<file path="src/rtl/ct_ct_addsub_pipe.sv">
// ct_ct_addsub_pipe: 2-stage lane-parallel modular add/sub of two ciphertexts.
// Optional subtract path (ct1 - ct2) is built when CT_ADDSUB_SUB_EN is defined.
package ct_addsub_pkg;
    localparam int N_SLOTS_L = 8;
    localparam int W_BITS_L  = 16;
    localparam int Q_MOD_L   = 97;
endpackage

module ct_ct_addsub_pipe
    import ct_addsub_pkg::*;
#(
    parameter int           N     = N_SLOTS_L,
    parameter int           W     = W_BITS_L,
    parameter logic [W-1:0] QP    = W'(Q_MOD_L),
    parameter int           LANES = 4
) (
    input  logic               clk,
    input  logic               reset,
    input  logic               in_valid,
    output logic               in_ready,
    input  logic               in_op,
    input  logic [LANES*W-1:0] in_x,
    input  logic [LANES*W-1:0] in_y,
    output logic               out_valid,
    input  logic               out_ready,
    output logic [LANES*W-1:0] out_z,
    output logic               out_comp,
    output logic               out_last
);
    localparam int BEATS = 2 * N / LANES;
    localparam int CW    = (BEATS > 1) ? $clog2(BEATS) : 1;
    localparam logic [CW-1:0] LAST_C = CW'(BEATS - 1);
    localparam logic [CW-1:0] HALF_C = CW'(N / LANES);
    localparam logic [W:0]    Q1     = {1'b0, QP};

    logic [CW-1:0]         cnt_q, cnt_d;
    logic                  v1_q, v1_d;
    logic                  comp1_q, comp1_d;
    logic                  last1_q, last1_d;
    logic [LANES-1:0][W:0] r1_q, r1_d;
    logic [LANES-1:0]      f1_q, f1_d;
    logic                  v2_q, v2_d;
    logic                  comp2_q, comp2_d;
    logic                  last2_q, last2_d;
    logic [LANES*W-1:0]    z2_q, z2_d;
    logic                  advance;
    logic                  accept;

`ifdef CT_ADDSUB_SUB_EN
    logic op_q, op_d;
    logic op1_q, op1_d;
    logic op_cur;
`else
    logic unused_op;
    assign unused_op = in_op;
`endif

    assign advance   = !v2_q || out_ready;
    assign accept    = in_valid && advance;
    assign in_ready  = advance;
    assign out_valid = v2_q;
    assign out_z     = z2_q;
    assign out_comp  = comp2_q;
    assign out_last  = last2_q;

`ifdef CT_ADDSUB_SUB_EN
    // op is used live on the first beat, latched for the rest of the ciphertext
    assign op_cur = (cnt_q == '0) ? in_op : op_q;

    always_comb begin
        op_d  = op_q;
        op1_d = op1_q;
        if (accept && cnt_q == '0) op_d = in_op;
        if (advance) op1_d = op_cur;
    end

    always_ff @(posedge clk or posedge reset) begin
        if (reset) begin
            op_q  <= 1'b0;
            op1_q <= 1'b0;
        end else begin
            op_q  <= op_d;
            op1_q <= op1_d;
        end
    end
`endif

    always_comb begin
        cnt_d   = cnt_q;
        v1_d    = v1_q;
        comp1_d = comp1_q;
        last1_d = last1_q;
        r1_d    = r1_q;
        f1_d    = f1_q;
        if (accept) cnt_d = (cnt_q == LAST_C) ? '0 : cnt_q + 1'b1;
        if (advance) begin
            v1_d    = accept;
            comp1_d = cnt_q >= HALF_C;
            last1_d = cnt_q == LAST_C;
            for (int k = 0; k < LANES; k++) begin
`ifdef CT_ADDSUB_SUB_EN
                if (op_cur) begin
                    r1_d[k] = {1'b0, in_x[k*W +: W] - in_y[k*W +: W]};
                    f1_d[k] = in_x[k*W +: W] < in_y[k*W +: W];
                end else
`endif
                begin
                    r1_d[k] = {1'b0, in_x[k*W +: W]} + {1'b0, in_y[k*W +: W]};
                    f1_d[k] = r1_d[k] >= Q1;
                end
            end
        end
    end

    always_comb begin
        v2_d    = v2_q;
        comp2_d = comp2_q;
        last2_d = last2_q;
        z2_d    = z2_q;
        if (advance) begin
            v2_d    = v1_q;
            comp2_d = comp1_q;
            last2_d = last1_q;
            for (int k = 0; k < LANES; k++) begin
`ifdef CT_ADDSUB_SUB_EN
                if (op1_q) begin
                    z2_d[k*W +: W] = f1_q[k] ? r1_q[k][W-1:0] + QP
                                             : r1_q[k][W-1:0];
                end else
`endif
                begin
                    z2_d[k*W +: W] = f1_q[k] ? W'(r1_q[k] - Q1)
                                             : r1_q[k][W-1:0];
                end
            end
        end
    end

    always_ff @(posedge clk or posedge reset) begin
        if (reset) begin
            cnt_q   <= '0;
            v1_q    <= 1'b0;
            comp1_q <= 1'b0;
            last1_q <= 1'b0;
            r1_q    <= '0;
            f1_q    <= '0;
            v2_q    <= 1'b0;
            comp2_q <= 1'b0;
            last2_q <= 1'b0;
            z2_q    <= '0;
        end else begin
            cnt_q   <= cnt_d;
            v1_q    <= v1_d;
            comp1_q <= comp1_d;
            last1_q <= last1_d;
            r1_q    <= r1_d;
            f1_q    <= f1_d;
            v2_q    <= v2_d;
            comp2_q <= comp2_d;
            last2_q <= last2_d;
            z2_q    <= z2_d;
        end
    end
endmodule

</file>
<file path="config.mk">
export PLATFORM = sky130hd
export DESIGN_NAME = ct_ct_addsub_pipe
export DESIGN_NICKNAME = d
export VERILOG_FILES = /design/src/rtl/ct_ct_addsub_pipe.sv
export SDC_FILE = /design/constraint.sdc
export NUM_CORES = 1
export LEC_CHECK = 0
export BUFFER_PORTS_ARGS = -buffer_cell sky130_fd_sc_hd__buf_2
export CAP_MARGIN = 15
export CORE_AREA = 8 8 139 141
export CTS_CLUSTER_SIZE = 40
export DETAILED_ROUTE_END_ITERATION = 8
export DIE_AREA = 0 0 147 149
export PLACE_DENSITY = 0.85
export SYNTH_ARGS = -nofsm -noshare
export SYNTH_HDL_FRONTEND = slang
export SYNTH_SLANG_ARGS = --single-unit
</file>
<file path="constraint.sdc">
create_clock -name clk -period 11.4 [get_ports clk]
set_input_delay 1.14 -clock clk [delete_from_list [all_inputs] [get_ports clk]]
set_output_delay 1.14 -clock clk [all_outputs]
set_load 0.005 [all_outputs]
</file>
Word-level counts from Yosys, hierarchy flattened --
Index checks and enable logic that the tools add are counted.
Operators by class: $add $sub $neg 9, $lt $le $gt $ge 5, equal/unequal tests 1, multiplexer cells 5, reduce and logical (&&, ||, !) cells 3
Operators by type and width (count):
- adder 16 x 16 -> 17 bit | 4
- greater-or-equal comparator 17 x 7 -> 1 bit (second input constant) | 4
- 2-to-1 mux 16 bit | 4
- subtractor 16 x 7 -> 16 bit (second input constant) | 4
- adder 2 x 1 -> 2 bit (second input constant) | 1
- equality test 2 bit (second input constant) | 1
- greater-or-equal comparator 2 bit (second input constant) | 1
- 2-to-1 mux 2 bit | 1
- logical AND 1 bit | 1
- logical NOT 1 bit | 1
- logical OR 1 bit | 1
Storage, ports and cells: register bits after elaboration 140, input bits 133, output and inout bits 68, logic and storage cells 36

Depth between registers and ports, before layout --
Gate-level depths: netlist of run 1.
depth in word-level cells 3, depth in mapped cells 12, mapped depth without buffers 12

Worst setup path after synthesis of run 1 --
No wires, ideal clock.
path type in2out, from in out_ready, to out in_ready, data arrival time 2.488 ns, data required time 10.260 ns, slack 7.772 ns, stages 6, buffers on the path 4, cell sequence and2b_2 > clkbuf_1 > clkbuf_1 > clkinv_1 > clkbuf_8 > clkbuf_1
Between the ends: longest elaborated chain between the ends 1
RTL lines:
- from (decl) | line 25 | input logic out_ready,
- logical OR 1 bit | line 58 | assign advance = !v2_q || out_ready;
- to (decl) | line 20 | output logic in_ready,
Every way passes these cells.

Worst setup path after layout of run 1 --
from in in_x[16], to reg f1_q[1]
Between the ends: longest elaborated chain between the ends 2
RTL lines:
- from (decl) | line 22 | input logic [LANES*W-1:0] in_x,
- adder 16 x 16 -> 17 bit | line 108 | r1_d[k] = {1'b0, in_x[k*W +: W]} + {1'b0, in_y[k*W +: W]};
- greater-or-equal comparator 17 x 7 -> 1 bit | line 109 | f1_d[k] = r1_d[k] >= Q1;
- to (signal assigned) | line 146 | f1_q <= '0;
- to (signal assigned) | line 157 | f1_q <= f1_d;
- to (decl) | line 41 | logic [LANES-1:0] f1_q, f1_d;
Every way passes these cells. A chain may end at the register's enable or synchronous reset.

==> run summary, run 1 <==
Final Setup Violations: 0
P per Cell Area: 175 nW/um^2
vias in the first global route: 8,214
Die Y: 149 um
Top Layer Used: met4
Peak VDD IR: 0.0978 mV
number of synthesized flops with an enable pin: 0
ANT nets after route: 0
PortBufs: 199
met1 WL: 9.46 mm
crit share post-route: 33.1%
CTS sink count: 140
Mapped Nets: 1,262
Least-Margin Pin Slew: 0.943 ns
Most used DFF post-synth: dfrtp_1
DRC viols: 0
Overflow after GRT: 0
Vias: 8,040
Max Cap Viol: 0
register area share after synthesis: 38.2%
CP max FO: 3
count leader, synth: nand2_1
post-route cell area: 10,900 um^2
CP Launch Type: primary input
required time of the worst setup path: 11.68 ns
total routed wirelength: 21.7 mm
DR WL met2: 10.8 mm
CP arrival: 4.05 ns
ys async rst share: 100%
Global Route Usage Sum: 19.9%
DR WL/cell: 14.7 um
Area growth syn-to-layout: 18.7%
status: completed
max incr delay on CP: 0.44 ns
metal3 WL: 1.13 mm
Rel. slew slack: 37.1%
Resize count post-CTS: 0
largest area contributor in the netlist: dfrtp_1
CTS H-tree lvls: 4
unrepaired setup endpoints after global routing: false
initial antenna violation count: 0
total negative slack: 0 ns
kind of critical path: in -> reg
Hold-fix buffers, CTS: 0
Peak Freq: 265 MHz
share of cells above drive strength 1: 20.6%
crit-path cells: buf_2 > ha_1 > fa_1 > a211oi_2 > nor2_1 > o41ai_4 > xnor2_1 > a2111oi_2 > nand4_1 > or3_1 > nor3_1 > a31oi_1
top cells by area, synth: dfrtp_1, ha_1, nand2_1, o21ai_0, xnor2_1
Synth Warn #: 0
first-pass GRT wire length: 37.1 mm
Final Skew: 0.00877 ns
Starting Density: 53.8%
largest net degree at the start of global routing: 98
syn_area_per_cell: 8.70 um^2
Worst-Skew Late Latency: 0.41 ns
DR pass1 iterations: 5
Synth Register Bits: 140
1st-iter DRT viols: 492
Final Slew Violations: 0
crit path max-delay cell type: fa_1
Worst Hold Class: reg -> reg
fin crit period: 3.78 ns
Post-synth top cells: nand2_1, dfrtp_1, o21ai_0, ha_1, xnor2_1
Core ar.: 17,100 um^2
HPWL Detailed: 16.7 mm
endpoint type of the worst setup path: flip-flop
total placed instance area: 10,300 um^2
fin util: 63.9%
clock transition at the registers of the reported paths: 0.06 ns
CTS tree: done
count of cell types in the netlist: 66
die area: 21,900 um^2
top-area cell type share of the netlist area: 38.2%
GPL Wtd Cong: 0.834
Post-Syn Area: 9180 um^2
I/O Pins: 201
Final Hold Fails: 0
CTS max path bufs: 2
cts bufs inserted: 17
LEAKAGE: 5.15 nW
chip width: 147 um
Synth Instances: 1,055
# rows: 48
Nets: 1,445
Post-CTS Setup Repair Bufs: 0
Vias/cell: 5.45
Antenna diodes: 0
CTS root buf: clkbuf_16
==> layout make-up <==
class                           count  area [um^2]
Tap cell                          225          282
Clock inverter                     13          126
Timing Repair Buffer              203         1030
Multi-Input combinational cell    841         5380
Sequential cell                   140         3500
Clock buffer                       18          439
Inverter                           35          136
Fill cell                        1432         6160
==> path summary, 6_finish.rpt <==
path                           start        end  slack (ns)  cells after the start
max                         in_x[16]    f1_q[1]        7.62                     12
max in group asynchronous      reset  out_z[52]        9.26                      3
min reg2reg                     v1_q  out_valid        0.46                      1
min                             v1_q  out_valid        0.46                      1
max reg2reg                out_valid    f1_q[3]        9.06                      7
min in group asynchronous      reset  out_z[28]        0.78                      2
==> routing by layer <==
layer  up-vias  GRT usage (%)
li1       4061              -
met1      3728           23.9
met2       221           35.1
met3        30           4.79
met4         0           5.46
met5         -              0
==> through the flow <==
step | instances | hold WS (ns) | setup slack, ns | total power, mW
after floorplan | 1055 | 0.435 | 6.51 | 1.15
after global placement | 1444 | 0.441 | 7.28 | 1.36
after detailed placement | 1444 | 0.445 | 7.20 | 1.39
after CTS | 1475 | 0.461 | 7.63 | 1.92
after global routing | 1475 | 0.499 | 7.40 | 2.04
final | 1475 | 0.463 | 7.62 | 1.90
==> report_power, final <==
group / total, mW / internal, mW / switching, mW
combinational: 0.608 / 0.279 / 0.328
sequential: 0.766 / 0.649 / 0.117
clock: 0.528 / 0.323 / 0.205
==> flip-flops by register name (all words and copies together) (netlist names) <==
| name | cells |
|---|---|
| cnt_q | 2 |
| out_last | 1 |
| f1_q | 4 |
| r1_q | 64 |
| comp1_q | 1 |
| last1_q | 1 |
| out_comp | 1 |
| out_valid | 1 |
| v1_q | 1 |
| out_z | 64 |
==> worst max-delay path: cells and delay by family <==
family                   cells  cell delay (ns)
XOR/XNOR                     1             0.21
AO/OA/AOI/OAI                4             1.14
adder cells (fa/ha/maj)      2             0.67
AND/OR/NAND/NOR              4             0.79
buffers and inverters        1             0.10
==> cell families after synthesis <==
family                   Yosys count  synth area share [%]
AO/OA/AOI/OAI                    279                  18.6
XOR/XNOR                         108                  10.3
adder cells (fa/ha/maj)           74                  10.4
buffers and inverters             74                  3.18
flip-flops                       140                  38.2
multiplexers                      10                  1.20
AND/OR/NAND/NOR                  370                  18.2
==> layout by cell type (no fill, tap or decap), types with 4 or more instances in the layout <==
cell type	synthesis	final
nor2_1	53	53
o21a_1	8	8
o21ai_0	110	110
a21oi_1	48	48
ha_1	70	70
clkinv_2	0	7
o21ai_1	20	20
buf_2	0	199
nand3_1	28	28
nand3b_1	5	5
dfrtp_1	140	140
o31ai_1	4	4
nor3_1	31	31
buf_4	1	4
or3_1	9	9
nor3b_1	4	4
clkbuf_16	0	17
a211oi_1	8	8
a21o_1	20	20
inv_1	34	33
nand2_1	198	198
mux2_2	8	8
nand2b_1	9	9
o211ai_1	10	10
xnor2_1	56	56
xor2_1	52	52
nand4_1	4	4
fa_1	4	4
o21bai_1	12	12
a31oi_1	10	10
Note: power is estimated with default switching activity, not from simulation.
==> run 2: changes to the inputs <==
Settings changed: ABC_AREA set to 1, CORE_AREA 8 8 139 141 to 8 8 152 154, DIE_AREA 0 0 147 149 to 0 0 160 162, PLACE_DENSITY 0.85 to 0.83.
Clock period 11.4 ns to 3.4 ns, I/O delays scaled along.
==> run 2 against run 1 <==
  * Global-route usage down 1.1 points
  * Synthesized cell count rose by 44%
  * Total power rose to 3.4 times the previous value
  * Area after synthesis rose by 13%
==> run summary, run 2 <==
ys async rst share: 100% (unchanged)
PortBufs: 199 (unchanged)
DRC viols: 0 (unchanged)
Synth Area in XOR/XNOR: 4.88% (-5.4 points)
endpoint type of the worst setup path: output pin
clock share of power: 26.7% (-1.1 points)
delay-heaviest family, CP: buffers and inverters
Nets: 1,910 (+32%)
register area share after synthesis: 33.7% (-4.5 points)
initial antenna violation count: 0 (unchanged)
CP arrival: 1.69 ns (-2.36 ns)
Total Power: 6.39 mW (+240%)
crit path max-delay cell type: inv_2
Final Slew Violations: 0 (unchanged)
post-synthesis mux area share: 0% (-1.2 points)
Worst-Skew Late Latency: 0.42 ns (about the same)
# rows: 53 (+10%)
Post-Layout Cell Count: 1,991 (+35%)
Hold-fix buffers, CTS: 0 (unchanged)
Area growth syn-to-layout: 17.4%
most frequent cells in the layout: nand2_1, buf_2, inv_1, dfrtp_1, nor2_1
cts bufs inserted: 17 (unchanged)
Most used DFF post-synth: dfrtp_1
metal3 WL: 1.14 mm (+0.89%)
DR WL/cell: 12.6 um (-14%)
Core ar.: 20,700 um^2 (+21%)
largest family of logic cells by synthesized area: simple AND/OR/NAND/NOR gates
Buf/Inv on CP: 3 (+2)
Peak VDD IR: 0.280 mV (+190%)
P per Cell Area: 523 nW/um^2 (+200%)
CTS max path bufs: 2 (unchanged)
count leader, synth: nand2_1
clock transition at the registers of the reported paths: 0.06 ns (about the same)
total routed wirelength: 25.2 mm (+16%)
Synth Warn #: 0 (unchanged)
LEAKAGE: 6.57 nW (+27%)
switching share of power: 36.7% (+2.5 points)
top-area cell type share of the netlist area: 33.7% (-4.5 points)
crit-path cells: inv_1 > nor2_4 > inv_2 > buf_2
unrepaired setup endpoints after global routing: false
Die Y: 162 um (+8.7%)
Adder-Cell Fraction of Synth Area: 9.18% (-1.2 points)
1st-iter DRT viols: 579 (+18%)
commonest non-fill, non-tap cell in the layout: nand2_1
Comb power frac: 34.1% (+2.1 points)
met1 WL: 11.6 mm (+22%)
vias in the first global route: 9,412 (+15%)
Synth Area in Compound Gates: 11.2% (-7.4 points)
Antenna diodes: 0 (unchanged)
CP Launch Type: flip-flop
status: completed
number of synthesized flops with an enable pin: 0 (unchanged)
Post-CTS Setup Repair Bufs: 0 (unchanged)
Global Route Usage Sum: 18.8% (-1.1 points)
Vias/cell: 5.02 (-7.9%)
kind of critical path: reg -> out
reg2reg start: out_valid
CTS sink count: 140 (unchanged)
syn_area_per_cell: 6.87 um^2 (-21%)
Vias: 9,998 (+24%)
CP max FO: 36 (+33)
share of cells above drive strength 1: 16.4% (-4.1 points)
first-pass GRT wire length: 42.0 mm (+13%)
Final Skew: 0.00748 ns (-0.00130 ns)
GPL Wtd Cong: 0.878 (+5.2%)
required time of the worst setup path: 3.06 ns (-8.62 ns)
Sw Pwr: 2.34 mW (+260%)
largest net degree at the start of global routing: 205 (+110%)
CTS H-tree lvls: 4 (unchanged)
ANT nets after route: 0 (unchanged)
count of cell types in the netlist: 42 (-36%)
Worst Hold Class: in -> async
Top Layer Used: met4
Post-Syn Area: 10,400 um^2 (+13%)
Flop pwr share: 39.2% (-1.1 points)
DR pass1 iterations: 5 (unchanged)
Worst Setup SP: out_valid
I/O Pins: 201 (unchanged)
Final Hold Fails: 0 (unchanged)
Final Setup Violations: 0 (unchanged)
die area: 25,900 um^2 (+18%)
Post-synth top cells: nand2_1, inv_1, dfrtp_1, nor2_1, o21ai_0
Least-Margin Pin Slew: 1.04 ns (+0.0988 ns)
DR WL met2: 12.1 mm (+11%)
Resize count post-CTS: 0 (unchanged)
crit share post-route: 59.8%
Starting Density: 50.3% (-3.5 points)
Max Cap Viol: 0 (unchanged)
HPWL Detailed: 19.9 mm (+19%)
Synth Register Bits: 140 (unchanged)
simple-gate share of the synthesized area: 32.9% (+15 points)
max incr delay on CP: 0.51 ns (+0.07 ns)
fin crit period: 2.03 ns
Rel. slew slack: 30.4% (-6.7 points)
fin util: 59.1% (-4.8 points)
Peak Freq: 492 MHz
Synth Instances: 1,514 (+44%)
largest area contributor in the netlist: dfrtp_1
Mapped Nets: 1,721 (+36%)
total negative slack: 0 ns (unchanged)
Overflow after GRT: 0 (unchanged)
CTS tree: done
CTS root buf: clkbuf_16
Post-Place Cells: 1,959 (+36%)
top cells by area, synth: dfrtp_1, nand2_1, ha_1, inv_1, o21ai_0
internal power: 4.05 mW (+220%)
chip width: 160 um (+8.8%)
run 2: cell count changes after synthesis, sizes merged, moves of 11 or more:
cell,before,now
nand3b,5,17
a21o,23,1
nor2,54,139
nor3,31,14
a21oi,48,61
nand3,28,106
buf,4,15
nand2,198,506
inv,34,186
clkbuf,35,18
xnor2,56,12
nand4,4,16
run 2: final cells by class:
type / instances / area, um^2
Sequential cell: 140 / 3500
Fill cell: 1951 / 8470
Inverter: 188 / 709
Multi-Input combinational cell: 1153 / 6060
Clock inverter: 10 / 92.6
Timing Repair Buffer: 203 / 1060
Tap cell: 275 / 344
Clock buffer: 22 / 454
run 2: worst paths after layout:
check                            end  slack (ns)  cells past startpoint
max in group asynchronous   r1_q[18]        2.48                      3
min reg2reg                 out_last        0.47                      2
min                         out_z[3]        0.15                      2
max                         in_ready        1.37                      4
max reg2reg                out_z[11]        1.55                      6
min in group clk            r1_q[17]        0.28                      4
run 2: through the flow:
| stage | setup WS, ns | hold slack, ns | instance area [um^2] |
|---|---|---|---|
| after floorplan | 1.31 | 0.419 | 10400 |
| after global placement | 1.15 | 0.443 | 11700 |
| after detailed placement | 1.11 | 0.453 | 11700 |
| after CTS | 1.33 | 0.180 | 12200 |
| after global routing | 1.26 | 0.224 | 12200 |
| final | 1.37 | 0.155 | 12200 |
run 2: power groups by stage:
stage	sequential (mW)	clock [mW]	combinational, mW
floorplan	2.48	0	1.42
global placement	2.50	0	2.13
detailed placement	2.53	0	2.18
CTS	2.50	1.74	2.21
global route	2.57	1.82	2.50
finish	2.51	1.71	2.18
run 2: logic make-up after synthesis:
family,count (synthesis)
adder cells (fa/ha/maj),74
AND/OR/NAND/NOR,805
buffers and inverters,221
AO/OA/AOI/OAI,216
XOR/XNOR,58
flip-flops,140
run 2: worst reg2reg max path, cell delays in order (launching register included):
cell     delay, ns
dfrtp_1       0.37
inv_1         0.10
nor2_4        0.05
inv_2         0.51
buf_4         0.47
nor2_1        0.08
a31oi_1       0.18
run 2: layer usage:
layer | up-vias | global-route usage [%]
met5 | - | 0
met4 | 0 | 5.78
met3 | 32 | 3.87
met2 | 225 | 32.5
met1 | 4486 | 23.4
li1 | 5255 | -
